File: config.mk
export PLATFORM = sky130hd
export DESIGN_NAME = car_sense_filter
export DESIGN_NICKNAME = d
export VERILOG_FILES = /design/src/rtl/traffic_pkg.sv /design/src/rtl/sync2.sv /design/src/rtl/car_sense_filter.sv
export SDC_FILE = /design/constraint.sdc
export NUM_CORES = 1
export LEC_CHECK = 0
export ABC_AREA = 0
export BUFFER_PORTS_ARGS = -buffer_cell sky130_fd_sc_hd__buf_2
export CAP_MARGIN = 25
export CORE_MARGIN = 3
export CORE_UTILIZATION = 50
export CTS_BUF_LIST = sky130_fd_sc_hd__clkbuf_4 sky130_fd_sc_hd__clkbuf_8
export CTS_CLUSTER_DIAMETER = 30
export DETAILED_ROUTE_END_ITERATION = 12
export GPL_TIMING_DRIVEN = 0
export HOLD_SLACK_MARGIN = 0.12
export PLACE_DENSITY = 0.73
export REMOVE_ABC_BUFFERS = 1
export SLEW_MARGIN = 20
export SYNTH_ARGS = -nofsm -noshare
export SYNTH_HDL_FRONTEND = slang
export SYNTH_SLANG_ARGS = --single-unit
File: constraint.sdc
create_clock -name clk -period 3.8 [get_ports clk]
set_input_delay 0.38 -clock clk [delete_from_list [all_inputs] [get_ports clk]]
set_output_delay 0.38 -clock clk [all_outputs]
set_load 0.02 [all_outputs]
File: src/rtl/traffic_pkg.sv
`default_nettype none
// ============================================================================
// Module      : traffic_pkg
// Description : Shared constants for the traffic-light controller slice.
//               Holds the car-sense filter state encoding and its default
//               parameter values, next to the controller colour constants.
// Revision    : 1.0 - initial release
// ============================================================================
package traffic_pkg;

    // Default sizing for car_sense_filter
    localparam int c_DEB_CYCLES_DEF  = 16;
    localparam int c_HOLD_CYCLES_DEF = 8;
    localparam int c_CNT_W_DEF       = 8;

    // Car-sense filter state encoding (visible on state_dbg)
    localparam logic [2:0] c_ST_IDLE    = 3'd0;
    localparam logic [2:0] c_ST_DEB_ON  = 3'd1;
    localparam logic [2:0] c_ST_PRESENT = 3'd2;
    localparam logic [2:0] c_ST_DEB_OFF = 3'd3;
    localparam logic [2:0] c_ST_HOLD    = 3'd4;

    typedef enum logic [2:0] {
        ST_IDLE    = c_ST_IDLE,
        ST_DEB_ON  = c_ST_DEB_ON,
        ST_PRESENT = c_ST_PRESENT,
        ST_DEB_OFF = c_ST_DEB_OFF,
        ST_HOLD    = c_ST_HOLD
    } sense_state_e;

    // Controller lamp colours
    localparam logic [1:0] c_COL_RED    = 2'd0;
    localparam logic [1:0] c_COL_YELLOW = 2'd1;
    localparam logic [1:0] c_COL_GREEN  = 2'd2;

    function automatic int max_int(input int a, input int b);
        return (a > b) ? a : b;
    endfunction

endpackage
`default_nettype wire

File: src/rtl/sync2.sv
`default_nettype none
// ============================================================================
// Module      : sync2
// Description : Two-flop synchroniser for a single asynchronous bit, cleared
//               to 0 by reset. Also usable for reset conditioning.
// Ports       : clk - sampling clock
//               rst - synchronous active-low reset
//               d   - asynchronous input
//               q   - synchronised output
// Revision    : 1.0 - initial release
// ============================================================================
module sync2 (
    input  logic clk,
    input  logic rst,
    input  logic d,
    output logic q
);

    logic r_meta;
    logic r_q;

    always_ff @(posedge clk) begin
        if (!rst) begin
            r_meta <= 1'b0;
            r_q    <= 1'b0;
        end else begin
            r_meta <= d;
            r_q    <= r_meta;
        end
    end

    assign q = r_q;

endmodule
`default_nettype wire

File: src/rtl/car_sense_filter.sv
`default_nettype none
// ============================================================================
// Module      : car_sense_filter
// Description : Synchronises and debounces the vehicle sensor, stretches
//               departures by a hold time, pulses on each accepted arrival
//               and keeps a saturating arrival count.
// Ports       : clk       - block clock (rising edge)
//               rst       - synchronous active-low reset
//               car_raw   - asynchronous, bouncing sensor input
//               count_clr - synchronous clear of car_count
//               car       - filtered presence (registered)
//               car_rise  - one-cycle pulse per accepted arrival
//               car_count - saturating arrival count
//               state_dbg - current FSM state encoding
// Revision    : 1.0 - initial release
// ============================================================================
module car_sense_filter
    import traffic_pkg::*;
#(
    parameter int DEB_CYCLES  = c_DEB_CYCLES_DEF,
    parameter int HOLD_CYCLES = c_HOLD_CYCLES_DEF,
    parameter int CNT_W       = c_CNT_W_DEF
) (
    input  logic             clk,
    input  logic             rst,
    input  logic             car_raw,
    input  logic             count_clr,
    output logic             car,
    output logic             car_rise,
    output logic [CNT_W-1:0] car_count,
    output logic [2:0]       state_dbg
);

    // Timer only ever needs to reach max(DEB, HOLD) - 1
    localparam int c_SPAN = max_int(DEB_CYCLES, HOLD_CYCLES);
    localparam int c_TW   = $clog2(c_SPAN);

    localparam logic [c_TW-1:0]  c_T_MAX     = c_TW'(c_SPAN - 1);
    localparam logic [c_TW-1:0]  c_DEB_LAST  = c_TW'(DEB_CYCLES - 2);
    localparam logic [c_TW-1:0]  c_HOLD_LAST = c_TW'((HOLD_CYCLES > 0) ? HOLD_CYCLES - 1 : 0);
    localparam logic             c_HOLD_EN   = (HOLD_CYCLES > 0);
    localparam logic [CNT_W-1:0] c_CNT_MAX   = {CNT_W{1'b1}};
    localparam logic [CNT_W-1:0] c_CNT_ONE   = CNT_W'(1);

    logic             w_s;
    sense_state_e     r_state;
    sense_state_e     w_state_nx;
    logic [c_TW-1:0]  r_tmr;
    logic [c_TW-1:0]  w_tmr_nx;
    logic             w_car_nx;
    logic             r_car;
    logic             r_car_rise;
    logic [CNT_W-1:0] r_count;

    sync2 u_sync (
        .clk (clk),
        .rst (rst),
        .d   (car_raw),
        .q   (w_s)
    );

    // Next-state and timer logic. The transition test happens one cycle
    // before the timer would reach DEB_CYCLES-1, because the entry cycle
    // into DEB_ON/DEB_OFF already counts as one stable sample.
    always_comb begin
        w_state_nx = r_state;
        case (r_state)
            ST_IDLE: begin
                if (w_s) w_state_nx = ST_DEB_ON;
            end
            ST_DEB_ON: begin
                if (!w_s)                     w_state_nx = ST_IDLE;
                else if (r_tmr == c_DEB_LAST) w_state_nx = ST_PRESENT;
            end
            ST_PRESENT: begin
                if (!w_s) w_state_nx = ST_DEB_OFF;
            end
            ST_DEB_OFF: begin
                if (w_s)                      w_state_nx = ST_PRESENT;
                else if (r_tmr == c_DEB_LAST) w_state_nx = c_HOLD_EN ? ST_HOLD : ST_IDLE;
            end
            ST_HOLD: begin
                if (w_s)                       w_state_nx = ST_PRESENT;
                else if (r_tmr == c_HOLD_LAST) w_state_nx = ST_IDLE;
            end
            default: w_state_nx = ST_IDLE;
        endcase

        if (w_state_nx != r_state)
            w_tmr_nx = '0;
        else if (r_tmr == c_T_MAX)
            w_tmr_nx = r_tmr;
        else
            w_tmr_nx = r_tmr + 1'b1;

        // Presence follows the current state, one register stage behind it
        w_car_nx = (r_state == ST_PRESENT) || (r_state == ST_DEB_OFF) ||
                   (r_state == ST_HOLD);
    end

    always_ff @(posedge clk) begin
        if (!rst) begin
            r_state    <= ST_IDLE;
            r_tmr      <= '0;
            r_car      <= 1'b0;
            r_car_rise <= 1'b0;
            r_count    <= '0;
        end else begin
            r_state    <= w_state_nx;
            r_tmr      <= w_tmr_nx;
            r_car      <= w_car_nx;
            // car can only rise via DEB_ON->PRESENT; re-entries from
            // DEB_OFF/HOLD keep car high, so no pulse is produced for them
            r_car_rise <= w_car_nx && !r_car;
            if (count_clr)
                r_count <= r_car_rise ? c_CNT_ONE : '0;
            else if (r_car_rise && (r_count != c_CNT_MAX))
                r_count <= r_count + 1'b1;
        end
    end

    assign car       = r_car;
    assign car_rise  = r_car_rise;
    assign car_count = r_count;
    assign state_dbg = r_state;

endmodule
`default_nettype wire

==> results.py <==
metrics = {
    "clocking": {
        "cts-root-to-sink-buffers": 2,
        "post_cts.resized_instances": 0,
        "clock_insertion_delay_worst_skew_ns": 0.28,
        "cts.htree.levels": 1,
        "cts_hold_buf": 0,
        "clk_transition_reported_paths_ns": 0.10,
        "cts_num_sinks": 19,
        "clock_tree_from_tritoncts": "done",
        "cts_setup_buffers": 0,
        "cts_root_buffer": "sky130_fd_sc_hd__clkbuf_4",
        "cts_buffers": 3,
    },
    "yosys": {
        "ys_seq_area_frac": 0.434,
        "netlist.area_leader.share": 0.434,
        "yosysUniqueCellTypes": 34,
        "yosys_register_bits": 19,
        "postSynthCellCount": 88,
        "post_synth_main_area_contributors": "sky130_fd_sc_hd__dfxtp_1, sky130_fd_sc_hd__nor2_1, sky130_fd_sc_hd__xor2_1, sky130_fd_sc_hd__ha_1, sky130_fd_sc_hd__o41ai_4",
        "synth_warnings": 0,
        "post_synth_design_cell_area_sq_um": 876,
        "yosys.area.top_type": "sky130_fd_sc_hd__dfxtp_1",
        "syn_avg_cell_area_sq_um": 9.95,
    },
    "power": {
        "power_w": 0.000329,
        "p_int_w": 0.000258,
        "share_clk_of_total_power": 0.323,
        "switching_share": 0.216,
        "total_leakage_power_nw": 0.457,
        "powerDensity_nw_per_um2": 327,
        "p_comb_frac": 0.046,
        "share_seq_of_total_power": 0.631,
        "ir_worst_vdd_mv": 0.304,
        "p_sw_w": 0.0000713,
    },
    "place": {
        "routabilityCongestion": 0.728,
        "hpwl_mm": 1.14,
        "portBuffers": 16,
        "dpl_worst_slack_ns": 2.23,
        "post-place-cells": 120,
    },
    "hold_path": {
        "timing.hold.worst_endpoint": "u_sync.r_meta",
        "hp-class": "input port to flip-flop",
        "hold_crit_depth": 2,
        "hold_path.startpoint": "car_raw",
    },
    "worst_setup_path": {
        "r2r-end": "r_tmr[1]",
        "critical_path.max_stage_delay_ns": 0.37,
        "setup.reg_to_reg.worst_slack_ns": 2.21,
        "critical_path.slowest_cell": "sky130_fd_sc_hd__dfxtp_1",
        "worst_reg_to_reg_path_cell_count": 5,
        "critPathTopFamily": "compound AO/OA/AOI/OAI gates",
        "timing.critical_path.required_ns": 4.01,
        "buf_inv_on_cp": 0,
        "cp.arrival_ns": 1.79,
        "crit_type": "flip-flop to flip-flop",
        "endpoint_kind": "flip-flop",
        "critPathLaunchType": "flip-flop",
        "critPathMaxFanout": 5,
        "worstPathCellList": "ha_1 > and3b_1 > o41ai_4 > o311ai_4 > a211oi_1",
        "rr_startpoint": "r_tmr[0]",
    },
    "final_layout": {
        "finalNetCount": 116,
        "area_delta_synth_final_pct": 14.9,
        "antennaDiodeCount": 0,
        "layout-drive-gt1-share": 0.222,
        "finish.cell_count_without_fillers": 124,
    },
    "sta": {
        "hold_viol": 0,
        "setup_total_negative_slack_ns": 0,
        "peak_clock_frequency_supported_by_timing_mhz": 630,
        "fin_crit_sh": 0.418,
        "fin_crit_ns": 1.59,
        "final-setup-viol-count": 0,
        "rsz0062_at_grt": "no",
        "fin_worst_skew_ns": 0.00108,
        "max-slew-margin-rel": 0.750,
        "timing.hold.ws_ns": 0.299,
        "finalMaxSlewViolations": 0,
        "worst_slack_ns": 2.21,
        "worst_pin_slew_ns": 0.374,
    },
    "run": {
        "drv.max_cap_violation_count": 0,
    },
    "routing": {
        "detailedRoute.firstIterationViolations": 4,
        "route.detailed.vias_per_inst": 5.71,
        "dr_vias": 708,
        "detail_route.drc_violations": 0,
        "routed_length_per_placed_instance_microns": 12.2,
        "drt_wl_total_mm": 1.51,
        "final_antenna_net_count": 0,
        "drtPass1Iterations": 4,
    },
    "global_route": {
        "grt_max_degree": 11,
        "grt_antenna_before_repair": 0,
        "grt_pass1_wl_mm": 2.46,
        "grt.total_usage": 0.152,
        "grt_pass1_vias": 588,
        "grt_remaining_overflow": 0,
    },
    "floorplanning": {
        "floorplan.die.height_microns": 47.9,
        "die_x_microns": 47.9,
        "fp-row-count": 14,
        "start_util": 0.556,
        "placeableCoreArea_sq_um": 1580,
        "die_area_sq_um": 2290,
        "io_pins": 17,
    },
    "outcome": {
        "outcome": "complete, no violations",
    },
}
## cell type report
type / count / area [sq um]
flip-flops and latches: 19 / 380
clock buffers: 4 / 30.0
fillers: 139 / 571
well taps: 16 / 20.0
multi-input cells: 68 / 492
inverters: 1 / 3.75
repair buffers: 16 / 80.1
## worst max-delay path by stage
stage / startpoint / end / slack (ns) / cells past startpoint
after floorplan: car_count[0] / car_count[1] / 2.35 / 5
after global placement: r_tmr[0] / r_tmr[1] / 2.27 / 5
after detailed placement: r_tmr[0] / r_tmr[1] / 2.23 / 5
after CTS: r_tmr[0] / r_tmr[1] / 2.18 / 5
after global routing: r_tmr[1] / r_tmr[1] / 2.05 / 5
final: r_tmr[0] / r_tmr[1] / 2.21 / 5
## power by group through the flow
stage / sequential [W] / combinational [W] / clock, W
after floorplan: 0.000212 / 0.0000101 / 0
after global placement: 0.000212 / 0.0000151 / 0
after detailed placement: 0.000212 / 0.0000158 / 0
after CTS: 0.000208 / 0.0000159 / 0.000112
after global routing: 0.000209 / 0.0000178 / 0.000121
final: 0.000208 / 0.0000153 / 0.000106
## per-layer routing
metal  global-route usage  wire [microns]  vias up
li1                     -               -      363
met1                0.206             772      326
met2                0.230             668       17
met3               0.0338              57        2
met4               0.0645              13        0
met5                    0               0        -
## Yosys cell counts
library cell	n
sky130_fd_sc_hd__dfxtp_1	19
sky130_fd_sc_hd__nor2_1	13
sky130_fd_sc_hd__xor2_1	5
sky130_fd_sc_hd__nand3_1	4
sky130_fd_sc_hd__and3_1	3
sky130_fd_sc_hd__ha_1	3
sky130_fd_sc_hd__nand2b_1	3
sky130_fd_sc_hd__nor2b_1	3
sky130_fd_sc_hd__o21ai_0	3
sky130_fd_sc_hd__a211oi_1	2
sky130_fd_sc_hd__a21oi_1	2
sky130_fd_sc_hd__and2_1	2
sky130_fd_sc_hd__and4_1	2
sky130_fd_sc_hd__and4b_1	2
sky130_fd_sc_hd__nand4_1	2
sky130_fd_sc_hd__o2111ai_1	2
sky130_fd_sc_hd__a21boi_0	1
sky130_fd_sc_hd__a311oi_1	1
sky130_fd_sc_hd__a31o_2	1
sky130_fd_sc_hd__a31oi_1	1
sky130_fd_sc_hd__and3b_1	1
sky130_fd_sc_hd__inv_1	1
sky130_fd_sc_hd__mux2i_1	1
sky130_fd_sc_hd__nand2_1	1
sky130_fd_sc_hd__nand2b_2	1
sky130_fd_sc_hd__nor3_1	1
sky130_fd_sc_hd__nor3b_1	1
sky130_fd_sc_hd__o211ai_1	1
sky130_fd_sc_hd__o21a_1	1
sky130_fd_sc_hd__o21ai_1	1
sky130_fd_sc_hd__o21bai_1	1
sky130_fd_sc_hd__o311ai_4	1
sky130_fd_sc_hd__o41ai_4	1
sky130_fd_sc_hd__xnor2_1	1
## cells by family (layout without fill, tap and decap cells)
group / after synthesis / in the layout / share of synthesized area
flops: 19 / 19 / 0.434
buf+inv: 1 / 21 / 0.00428
xor+xnor: 6 / 6 / 0.0600
mux: 1 / 1 / 0.0114
fa+ha+maj: 3 / 3 / 0.0429
compound gates: 19 / 19 / 0.194
simple gates: 39 / 39 / 0.253
## registers in the layout, indices dropped and copies added, names as in the netlist
| signal | flops |
|---|---|
| car | 1 |
| car_count | 8 |
| car_rise | 1 |
| r_tmr | 4 |
| state_dbg | 3 |
| u_sync.q | 1 |
| u_sync.r_meta | 1 |
## metrics by stage
stage                      util  cell area (sq um)
after global routing      0.638               1010
after global placement    0.619                976
after CTS                 0.638               1010
after detailed placement  0.619                976
after floorplan               -                876
final                     0.638               1010
## layout by cell type (no fill, tap or decap), types with 2 or more instances in the layout
cell type | Yosys | routed
sky130_fd_sc_hd__a211oi_1 | 2 | 2
sky130_fd_sc_hd__buf_2 | 0 | 16
sky130_fd_sc_hd__o2111ai_1 | 2 | 2
sky130_fd_sc_hd__and4b_1 | 2 | 2
sky130_fd_sc_hd__nand3_1 | 4 | 4
sky130_fd_sc_hd__and2_1 | 2 | 2
sky130_fd_sc_hd__o21ai_0 | 3 | 3
sky130_fd_sc_hd__and3_1 | 3 | 3
sky130_fd_sc_hd__a21oi_1 | 2 | 2
sky130_fd_sc_hd__clkbuf_4 | 0 | 4
sky130_fd_sc_hd__dfxtp_1 | 19 | 19
sky130_fd_sc_hd__ha_1 | 3 | 3
sky130_fd_sc_hd__nand2b_1 | 3 | 3
sky130_fd_sc_hd__xor2_1 | 5 | 5
sky130_fd_sc_hd__nand4_1 | 2 | 2
sky130_fd_sc_hd__nor2_1 | 13 | 13
sky130_fd_sc_hd__nor2b_1 | 3 | 3
sky130_fd_sc_hd__and4_1 | 2 | 2
No activity file was read; power rests on OpenSTA's default activity.
